==> src/rtl/ic74x259.sv <==
// ic74x259 -- cycle-based emulation of the 74x259 8-bit addressable latch.
//
// Board pins are sampled on clk. An optional 2-flop synchronizer
// (IC74X259_SYNC_EN) and an optional settle filter (SETTLE_CYCLES) sit
// between the pins and the mode decode. Q0..Q7 come straight from flops.
//
// Parameters:
//   SETTLE_CYCLES  consecutive unchanged samples needed before a commit
//                  (0 = commit every cycle), legal range 0..15
// Macro:
//   IC74X259_SYNC_EN  when defined, every input pin passes through a 2-flop
//                     synchronizer (adds 2 cycles of latency)
// Ports:
//   clk             system clock
//   rst_n           asynchronous active-low reset
//   port1..port3    S0..S2 address (port3 = MSB)
//   port13          D, data
//   port14          /G, enable, active-low
//   port15          /CLR, clear, active-low
//   port4..port7    Q0..Q3
//   port9..port12   Q4..Q7
module ic74x259 #(
  parameter int unsigned SETTLE_CYCLES = 0
) (
  input  logic clk,
  input  logic rst_n,
  input  logic port1,
  input  logic port2,
  input  logic port3,
  output logic port4,
  output logic port5,
  output logic port6,
  output logic port7,
  output logic port9,
  output logic port10,
  output logic port11,
  output logic port12,
  input  logic port13,
  input  logic port14,
  input  logic port15
);

  // Sample layout: {addr[2:0], D, /G, /CLR}. The reset value decodes as
  // memory mode so leaving reset can never write anything.
  localparam logic [5:0] IDLE_SAMPLE = 6'b000_0_1_1;
  localparam logic [3:0] SETTLE      = 4'(SETTLE_CYCLES);

  logic [5:0] pins;
  logic [5:0] s;

  assign pins = {port3, port2, port1, port13, port14, port15};

`ifdef IC74X259_SYNC_EN
  logic [5:0] sync1_reg;
  logic [5:0] sync2_reg;

  always_ff @(posedge clk or negedge rst_n) begin
    if (!rst_n) begin
      sync1_reg <= IDLE_SAMPLE;
      sync2_reg <= IDLE_SAMPLE;
    end else begin
      sync1_reg <= pins;
      sync2_reg <= sync1_reg;
    end
  end

  assign s = sync2_reg;
`else
  assign s = pins;
`endif

  // Settle filter. cnt_next is the count including the current sample, so
  // a commit happens on the very edge the count reaches SETTLE; with
  // SETTLE = 0 the count is pinned at 0 and every cycle commits.
  logic [5:0] prev_reg;
  logic [3:0] cnt_reg;
  logic [3:0] cnt_next;
  logic       commit;

  always_comb begin
    cnt_next = cnt_reg;
    if (s != prev_reg) begin
      cnt_next = 4'd0;
    end else if (cnt_reg != SETTLE) begin
      cnt_next = cnt_reg + 4'd1;
    end
  end

  assign commit = (cnt_next == SETTLE);

  always_ff @(posedge clk or negedge rst_n) begin
    if (!rst_n) begin
      prev_reg <= IDLE_SAMPLE;
      cnt_reg  <= 4'd0;
    end else begin
      prev_reg <= s;
      cnt_reg  <= cnt_next;
    end
  end

  // Mode decode
  logic [2:0] addr;
  logic       d;
  logic       g_n;
  logic       clr_n;

  assign addr  = s[5:3];
  assign d     = s[2];
  assign g_n   = s[1];
  assign clr_n = s[0];

  logic [7:0] q_reg;
  logic [7:0] q_next;

  // Per-bit next state:
  //   /CLR=0,/G=1  clear          -> 0
  //   /G=0         selected bit   -> D
  //   /CLR=0,/G=0  other bits     -> 0 (demux)
  //   otherwise                   -> hold
  generate
    for (genvar gi = 0; gi < 8; gi++) begin : g_bit
      logic sel;
      logic bit_val;

      assign sel = (addr == 3'(gi));

      always_comb begin
        bit_val = q_reg[gi];
        if (!clr_n && g_n) begin
          bit_val = 1'b0;
        end else if (!g_n) begin
          if (sel) begin
            bit_val = d;
          end else if (!clr_n) begin
            bit_val = 1'b0;
          end
        end
      end

      assign q_next[gi] = commit ? bit_val : q_reg[gi];
    end
  endgenerate

  always_ff @(posedge clk or negedge rst_n) begin
    if (!rst_n) begin
      q_reg <= 8'h00;
    end else begin
      q_reg <= q_next;
    end
  end

  assign port4  = q_reg[0];
  assign port5  = q_reg[1];
  assign port6  = q_reg[2];
  assign port7  = q_reg[3];
  assign port9  = q_reg[4];
  assign port10 = q_reg[5];
  assign port11 = q_reg[6];
  assign port12 = q_reg[7];

endmodule

==> config.mk <==
export PLATFORM = sky130hd
export DESIGN_NAME = ic74x259
export DESIGN_NICKNAME = d
export VERILOG_FILES = /design/src/rtl/ic74x259.sv
export SDC_FILE = /design/constraint.sdc
export NUM_CORES = 1
export LEC_CHECK = 0
export CORE_MARGIN = 5
export CORE_UTILIZATION = 40
export CTS_BUF_LIST = sky130_fd_sc_hd__clkbuf_16
export DETAILED_ROUTE_END_ITERATION = 10
export PLACE_DENSITY = 0.68
export SLEW_MARGIN = 5
export SYNTH_ARGS = -nofsm -noshare
export SYNTH_HDL_FRONTEND = slang
export SYNTH_SLANG_ARGS = --single-unit
==> constraint.sdc <==
create_clock -name clk -period 3.3 [get_ports clk]
set_input_delay 0.66 -clock clk [delete_from_list [all_inputs] [get_ports clk]]
set_output_delay 0.66 -clock clk [all_outputs]
set_load 0.02 [all_outputs]
# After elaboration in Yosys (flattened, before gate mapping)
# Cells that the tools add are included.
# Widths: inputs -> output; s select.
[word_totals]
register_bits = 18
in_bits = 8
out_inout_bits = 8
wordCells = 68
[classes]
addsub = 1
eq_ne = 17
mux = 27
reduce_logical = 13
[op_table]
columns = ["op", "count"]
rows = [
  ["$mux 1", 25],
  ["$ne 3x1->1 const B", 8],
  ["$reduce_and 3->1", 8],
  ["$eq 3x3->1 const B", 4],
  ["$mux 4", 2],
  ["$eq 3x2->1 const B", 2],
  ["$ne 6x6->1", 1],
  ["$add 4x1->4 const B", 1],
  ["$logic_not 4->1", 1],
  ["$reduce_bool 4->1", 1],
  ["$eq 3x1->1 const B", 1],
  ["$logic_not 3->1", 1],
  ["$ne 2x1->1 const B", 1],
  ["$logic_and 1x1->1", 1],
  ["$logic_not 1->1", 1],
]

# Longest topological paths before layout
# Gate-level depths: netlist (run 1).
[depth]
word_depth = 5
depth_mapped = 8
mapped_depth_nobuf = 7

# Least setup slack after synthesis (run 1)
# OpenSTA, ideal clock, no wires.
[synth_path]
path_type = "input to register"
start = "in port2"
end = "reg q_reg[2]"
setup_time_ns = 0.126
arrival_ns = 1.753
required_time_ns = 3.174
slack_ns = 1.421
cell_stages = 5
path_buffers = 0
path_cell_list = "xor2_1 > nor4_1 > and3_1 > a211oi_2 > a221o_1"
[synth_via]
elab_chain_len = 4
elab_cells_between_ends = 9
classes_between = "3 x eq/ne; 4 x mux; 2 x reduce/logical"
[synth_lines]
columns = ["element", "line", "rtl"]
rows = [
  ["start: declaration", "28", "input logic port2,"],
  ["$ne 6x6->1 or $eq 3x2->1 (tied branches)", "82, 125", ""],
  ["$mux 4 or $mux 1 (tied branches)", "82, 132", ""],
  ["$logic_not 4->1 or $mux 1 (tied branches)", "89, 131", ""],
  ["$reduce_and 3->1 (no source line) or $mux 1 (tied branches)", "-", ""],
  ["end signal: assignment", "148", "q_reg <= q_next;"],
  ["end: declaration", "112", "logic [7:0] q_reg;"],
]
# Several ways; a longest one is shown, not always the timed one. The select of a mux whose other input is x is not followed.
# A chain may end at the register's enable or synchronous reset.

# Final worst setup path (run 1)
[layout_path]
start = "in port2"
end = "reg q_reg[4]"
[layout_via]
elab_chain_len = 4
elab_cells_between_ends = 9
classes_between = "3 x eq/ne; 4 x mux; 2 x reduce/logical"
[layout_lines]
columns = ["element", "line"]
rows = [
  ["$ne 6x6->1 or $eq 3x3->1 (tied branches)", "82, 125"],
  ["$mux 4 or $mux 1 (tied branches)", "82, 132"],
  ["$logic_not 4->1 or $mux 1 (tied branches)", "89, 131"],
  ["$reduce_and 3->1 (no source line) or $mux 1 (tied branches)", "-"],
]
# Several ways; a longest one is shown, not always the timed one. The select of a mux whose other input is x is not followed.

==> results.toml, run 1 <==
[cells_and_area]
largest_reg_flops = 8
drive_gt1_share_pct = 14.85
final_cell_mix = "dfrtp_1 (16), clkdlybuf4s50_1 (15), a21oi_1 (9), nand2_1 (8), a221o_1 (8)"
layout_commonest_cell = "dfrtp_1"
multi_input_area_sq_um = 451.7
nets = 112
syn_to_final_growth_pct = 26.37
nFillCells = 217
n_antenna_cell = 0
final-seq-area_sq_um = 452.9

[floorplanning]
io_pins = 16
die_x_microns = 58.47
start_util_pct = 42.07
core_sq_um = 2233
die_h_microns = 58.47
dieArea_sq_um = 3418
rows = 17

[job]
max_cap_viol_count = 0

[placement]
globalplace.congestion = 0.7707
portBuffers = 15
hpwl_mm = 1.352

[global_routing]
grt_pass1_wl_mm = 3.091
met3_usage_pct = 3.070
busiest_layer = "met2"
grt.met2_usage_pct = 19.46
use_met1_pct = 13.74
grt_max_degree = 19
grt_overflow = 0
antenna_found_initial = 0
grt.total_usage_pct = 12.09
grt_pass1_vias = 725

[sta]
rsz0062_at_grt = "false"
setup_viol = 0
hold_viol = 0
fmax_ghz = 0.4353
relSlewSlack_pct = 48.58
period_share_pct = 69.61
finalCriticalPeriod_ns = 2.297
fin_setup_tns_ns = 0
maxSlewViolCount = 0
worst_pin_slew_ns = 0.7689
skew_ns = 0.001121

[power]
ir_drop_v = 0.0003675
p_total_uw = 525.7
p_leak_nw = 0.4958
pwr_density_cell_nw_per_um2 = 442.7

[routing]
wirelength_mm = 1.811
drcViolationCount = 0
drtPass1Iterations = 4
vias = 689
post_drt_wl_per_cell_microns = 14.04
ant_nets = 0
vias_per_cell = 5.341
drt-initial-drc-count = 14

[logic_synthesis]
syn-cell-area_sq_um = 939.7
ys_seq_area_share_pct = 48.20
syn-mean-instance-area_sq_um = 11.19
syn_inst = 84
synth.ff_latch_count = 18
synth.distinct_cells = 29
synth_warnings = 0
synth_fp_nets = 94

[worst_setup_path]
cp-start-kind = "input pin"
crit_required_ns = 3.43
critPathKind = "input pin to flip-flop"
arrival_ns = 2.43
crit_fanout = 6
crit_path_end_kind = "flip-flop"

[clock_network]
clkTransAtPathRegs_ns = 0.05
clock_tree.root_cell = "clkbuf_16"
clock_latency_ns = 0.25
cts_hold_buf = 0
clockBufferDepth = 2
cts_sinks = 18
post_cts_buffers = 0
cts_resized = 0
cts_buffers = 3
htreeDepth = 1
tritoncts = "yes"

[run_status]
status = "complete, no violations"

[worst_hold_path]
worstHoldPathType = "flip-flop to flip-flop"
==> routing by layer <==
metal | up-vias | part of all wire [%]
li1 | 334 | -
met1 | 332 | 44
met2 | 18 | 49
met3 | 5 | 3.8
met4 | 0 | 2.9
met5 | - | 0
==> critical path, cell delays in order <==
cell,delay [ns]
clkdlybuf4s50_1,0.49
xor2_1,0.18
nor4_1,0.36
and3_1,0.28
a211oi_2,0.12
a221o_1,0.34
==> layout make-up <==
type | instances | share of cell area (%)
clock buffers | 3 | 6.322
inverters | 5 | 1.581
repair buffers | 15 | 12.64
multi-input cells | 59 | 38.04
well taps | 28 | 2.950
flip-flops and latches | 18 | 38.15
clock inverters | 1 | 0.3161
==> Yosys cell counts <==
master / n / area (sq um)
a211oi_2: 2 / 25.02
a21oi_1: 9 / 45.04
a221o_1: 8 / 80.08
and2_1: 1 / 6.260
and2_4: 1 / 8.760
and3_1: 1 / 6.260
and3_2: 1 / 7.510
and3_4: 1 / 11.26
buf_2: 1 / 5.000
buf_6: 1 / 11.26
dfrtp_1: 16 / 400.4
dfstp_2: 2 / 52.55
ha_1: 2 / 25.02
inv_1: 4 / 15.01
inv_2: 1 / 3.750
mux2i_1: 1 / 10.01
nand2_1: 8 / 30.03
nand2b_1: 1 / 6.260
nand3_1: 2 / 10.01
nor2_1: 7 / 26.28
nor2b_1: 2 / 12.51
nor2b_4: 1 / 13.76
nor3_1: 1 / 5.000
nor4_1: 1 / 6.260
nor4_4: 1 / 21.27
o311ai_4: 1 / 26.28
xnor2_1: 2 / 17.52
xor2_1: 4 / 35.03
xor2_2: 1 / 16.27
==> worst paths after layout <==
path | startpoint | endpoint | slack, ns | cells after the start
worst min-delay path | q_reg[1]$_DFFE_PN0P_ | q_reg[1]$_DFFE_PN0P_ | 0.55 | 1
max in group asynchronous | rst_n | q_reg[5]$_DFFE_PN0P_ | 1.96 | 1
worst max register to register | cnt_reg[0]$_DFF_PN0_ | q_reg[4]$_DFFE_PN0P_ | 1.33 | 7
worst min register to register | q_reg[1]$_DFFE_PN0P_ | q_reg[1]$_DFFE_PN0P_ | 0.55 | 1
worst max-delay path | port2 | q_reg[4]$_DFFE_PN0P_ | 1.00 | 6
min in group asynchronous | rst_n | q_reg[1]$_DFFE_PN0P_ | 0.86 | 1
==> through the flow <==
step | util (%) | cells | area, sq um | hold WS [ns] | setup slack [ns]
CTS | 53.17 | 129 | 1187 | 0.5457 | 1.003
global placement | 49.64 | 125 | 1109 | 0.5296 | 0.7903
floorplan | - | 84 | 939.7 | 0.3644 | 1.421
global route | 53.17 | 129 | 1187 | 0.5729 | 0.8441
detailed placement | 49.64 | 125 | 1109 | 0.5284 | 0.7421
finish | 53.17 | 129 | 1187 | 0.5451 | 1.003
==> report_power, final <==
part / internal, mW / switching [mW] / total [mW] / leakage [nW]
Clock: 0.161 / 0.0809 / 0.242 / 0.0385
Combinational: 0.0227 / 0.0274 / 0.0502 / 0.224
Sequential: 0.229 / 0.00430 / 0.233 / 0.234
==> kinds of logic (layout without fill, tap and decap cells) <==
| group | count (synthesis) | count (layout) | share of synthesized area [%] |
|---|---|---|---|
| AO/OA/AOI/OAI | 20 | 20 | 18.78 |
| buffers and inverters | 7 | 24 | 3.727 |
| XOR/XNOR | 7 | 7 | 7.324 |
| AND/OR/NAND/NOR | 29 | 29 | 18.24 |
| adder cells (fa/ha/maj) | 2 | 2 | 2.663 |
| multiplexers | 1 | 1 | 1.065 |
| flip-flops | 18 | 18 | 48.20 |
Power figures use the tool's default switching activity.
==> run 2, diff against run 1 <==
clock period = 2.15 ns   (was 3.3 ns; I/O delays follow)
==> run 2 against run 1 <==
  * Via count increased by 3.5%
  * Worst setup slack got worse by 0.89 ns
  * Largest power group unchanged
  * Highest routed layer unchanged
  * Die area unchanged
  * Count of clock-buffer cells in the layout unchanged
  * Non-clock buffer count increased by 7
  * Sequential share of layout area decreased by 1.6 points
  * Global-route usage decreased by 0.26 points
  * Sequential power increased by 54%
  * Clock skew increased by 0.0023 ns
==> results.toml, run 2 (synthesis results as in run 1) <==
[run_status]
status = "complete, no violations"

[cells_and_area]
syn_to_final_growth_pct = 31.96
drive_gt1_share_pct = 20.37
nFillCells = 203
nets = 119
final_cell_mix = "dfrtp_1 (16), clkdlybuf4s50_1 (15), a21oi_1 (9), nand2_1 (8), a221o_1 (8)"
largest_reg_flops = 8
multi_input_area_sq_um = 451.7
final-seq-area_sq_um = 452.9
layout_commonest_cell = "dfrtp_1"
n_antenna_cell = 0

[clock_network]
clock_tree.root_cell = "clkbuf_16"
cts_sinks = 18
cts_resized = 0
tritoncts = "yes"
htreeDepth = 1
clockBufferDepth = 2
post_cts_buffers = 0
cts_hold_buf = 0
clkTransAtPathRegs_ns = 0.05
clock_latency_ns = 0.25
cts_buffers = 3

[worst_hold_path]
worstHoldPathType = "input pin to asynchronous set/reset pin"

[placement]
portBuffers = 15
globalplace.congestion = 0.7543
hpwl_mm = 1.369

[worst_setup_path]
crit_fanout = 6
crit_required_ns = 2.28
arrival_ns = 2.17
cp-start-kind = "input pin"
critPathKind = "input pin to flip-flop"
crit_path_end_kind = "flip-flop"

[power]
pwr-share-clk_pct = 45.2
ir_drop_v = 0.0004937
p_leak_nw = 0.5300
pwr_density_cell_nw_per_um2 = 655.2
switching_share_pct = 21.02
pwr-share-comb_pct = 10.7
pwr-share-seq_pct = 44.1
p_total_uw = 812.5
p_int_uw = 641.6
p_sw_uw = 170.8

[routing]
top_layer = "met4"
met2_length_microns = 875
post_drt_wl_per_cell_microns = 13.73
drt-initial-drc-count = 20
drtPass1Iterations = 4
drcViolationCount = 0
vias_per_cell = 5.243
met3_length_microns = 42
met1_length_microns = 926
vias = 713
wirelength_mm = 1.867
ant_nets = 0

[floorplanning]
start_util_pct = 42.07
io_pins = 16
dieArea_sq_um = 3418
die_h_microns = 58.47
die_x_microns = 58.47
rows = 17
core_sq_um = 2233

[sta]
setup_viol = 0
maxSlewViolCount = 0
rsz0062_at_grt = "false"
period_share_pct = 94.84
fmax_ghz = 0.4904
hold_viol = 0
finalCriticalPeriod_ns = 2.039
fin_setup_tns_ns = 0
worst_pin_slew_ns = 0.3203
relSlewSlack_pct = 78.45
skew_ns = 0.003433

[global_routing]
grt_overflow = 0
grt_pass1_vias = 720
antenna_found_initial = 0
grt_max_degree = 19
grt.total_usage_pct = 11.82
grt_pass1_wl_mm = 3.153

[job]
max_cap_viol_count = 0
==> run 2: area by class of cell <==
cell class | instances | share of cell area, %
well taps | 28 | 2.825
multi-input cells | 59 | 36.43
clock buffers | 3 | 6.054
clock inverters | 1 | 0.3027
inverters | 5 | 1.514
flip-flops and latches | 18 | 36.53
repair buffers | 22 | 16.35
==> run 2: layer usage <==
metal  vias up  GRT usage [%]
met4         0          4.636
met1       343          15.53
li1        353              -
met3         3          1.974
met2        14          19.30
met5         -              0
==> run 2: final timing paths <==
| path | startpoint | slack, ns | depth (start not counted) | to |
|---|---|---|---|---|
| worst max-delay path | port1 | 0.11 | 6 | q_reg[2]$_DFFE_PN0P_ |
| worst min-delay path | rst_n | 0.50 | 2 | q_reg[1]$_DFFE_PN0P_ |
| worst max register to register | cnt_reg[0]$_DFF_PN0_ | 0.17 | 7 | q_reg[2]$_DFFE_PN0P_ |
| worst min register to register | q_reg[6]$_DFFE_PN0P_ | 0.55 | 1 | q_reg[6]$_DFFE_PN0P_ |
| max in group asynchronous | rst_n | 1.39 | 2 | prev_reg[0]$_DFF_PN1_ |
| min in group clk | q_reg[6]$_DFFE_PN0P_ | 0.55 | 1 | q_reg[6]$_DFFE_PN0P_ |
==> run 2: per-stage QoR <==
stage | cells | hold slack (ns) | cell area, sq um | worst slack (ns) | utilization (%)
after floorplan | 84 | 0.1344 | 939.7 | 0.2743 | -
after global placement | 132 | 0.5319 | 1161 | -0.1085 | 51.99
after detailed placement | 132 | 0.5369 | 1161 | -0.1875 | 51.99
after CTS | 136 | 0.5135 | 1240 | 0.07657 | 55.52
after global routing | 136 | 0.5323 | 1240 | 0.01589 | 55.52
final | 136 | 0.5005 | 1240 | 0.1109 | 55.52
==> run 2: power groups by stage <==
stage | logic (mW) | registers, mW | clock network [mW]
3_5_place_dp | 0.0873 | 0.364 | 0
3_3_place_gp | 0.0868 | 0.364 | 0
2_1_floorplan | 0.0304 | 0.369 | 0
6_report | 0.0866 | 0.358 | 0.367
4_1_cts | 0.0878 | 0.358 | 0.375
5_1_grt | 0.0948 | 0.359 | 0.391
==> run 2: critical path, cell delays in order <==
cell and delay, ns:
clkdlybuf4s50_1 0.50, xor2_1 0.18, nor4_1 0.34, and3_1 0.27, a211oi_2 0.12, a221o_1 0.33
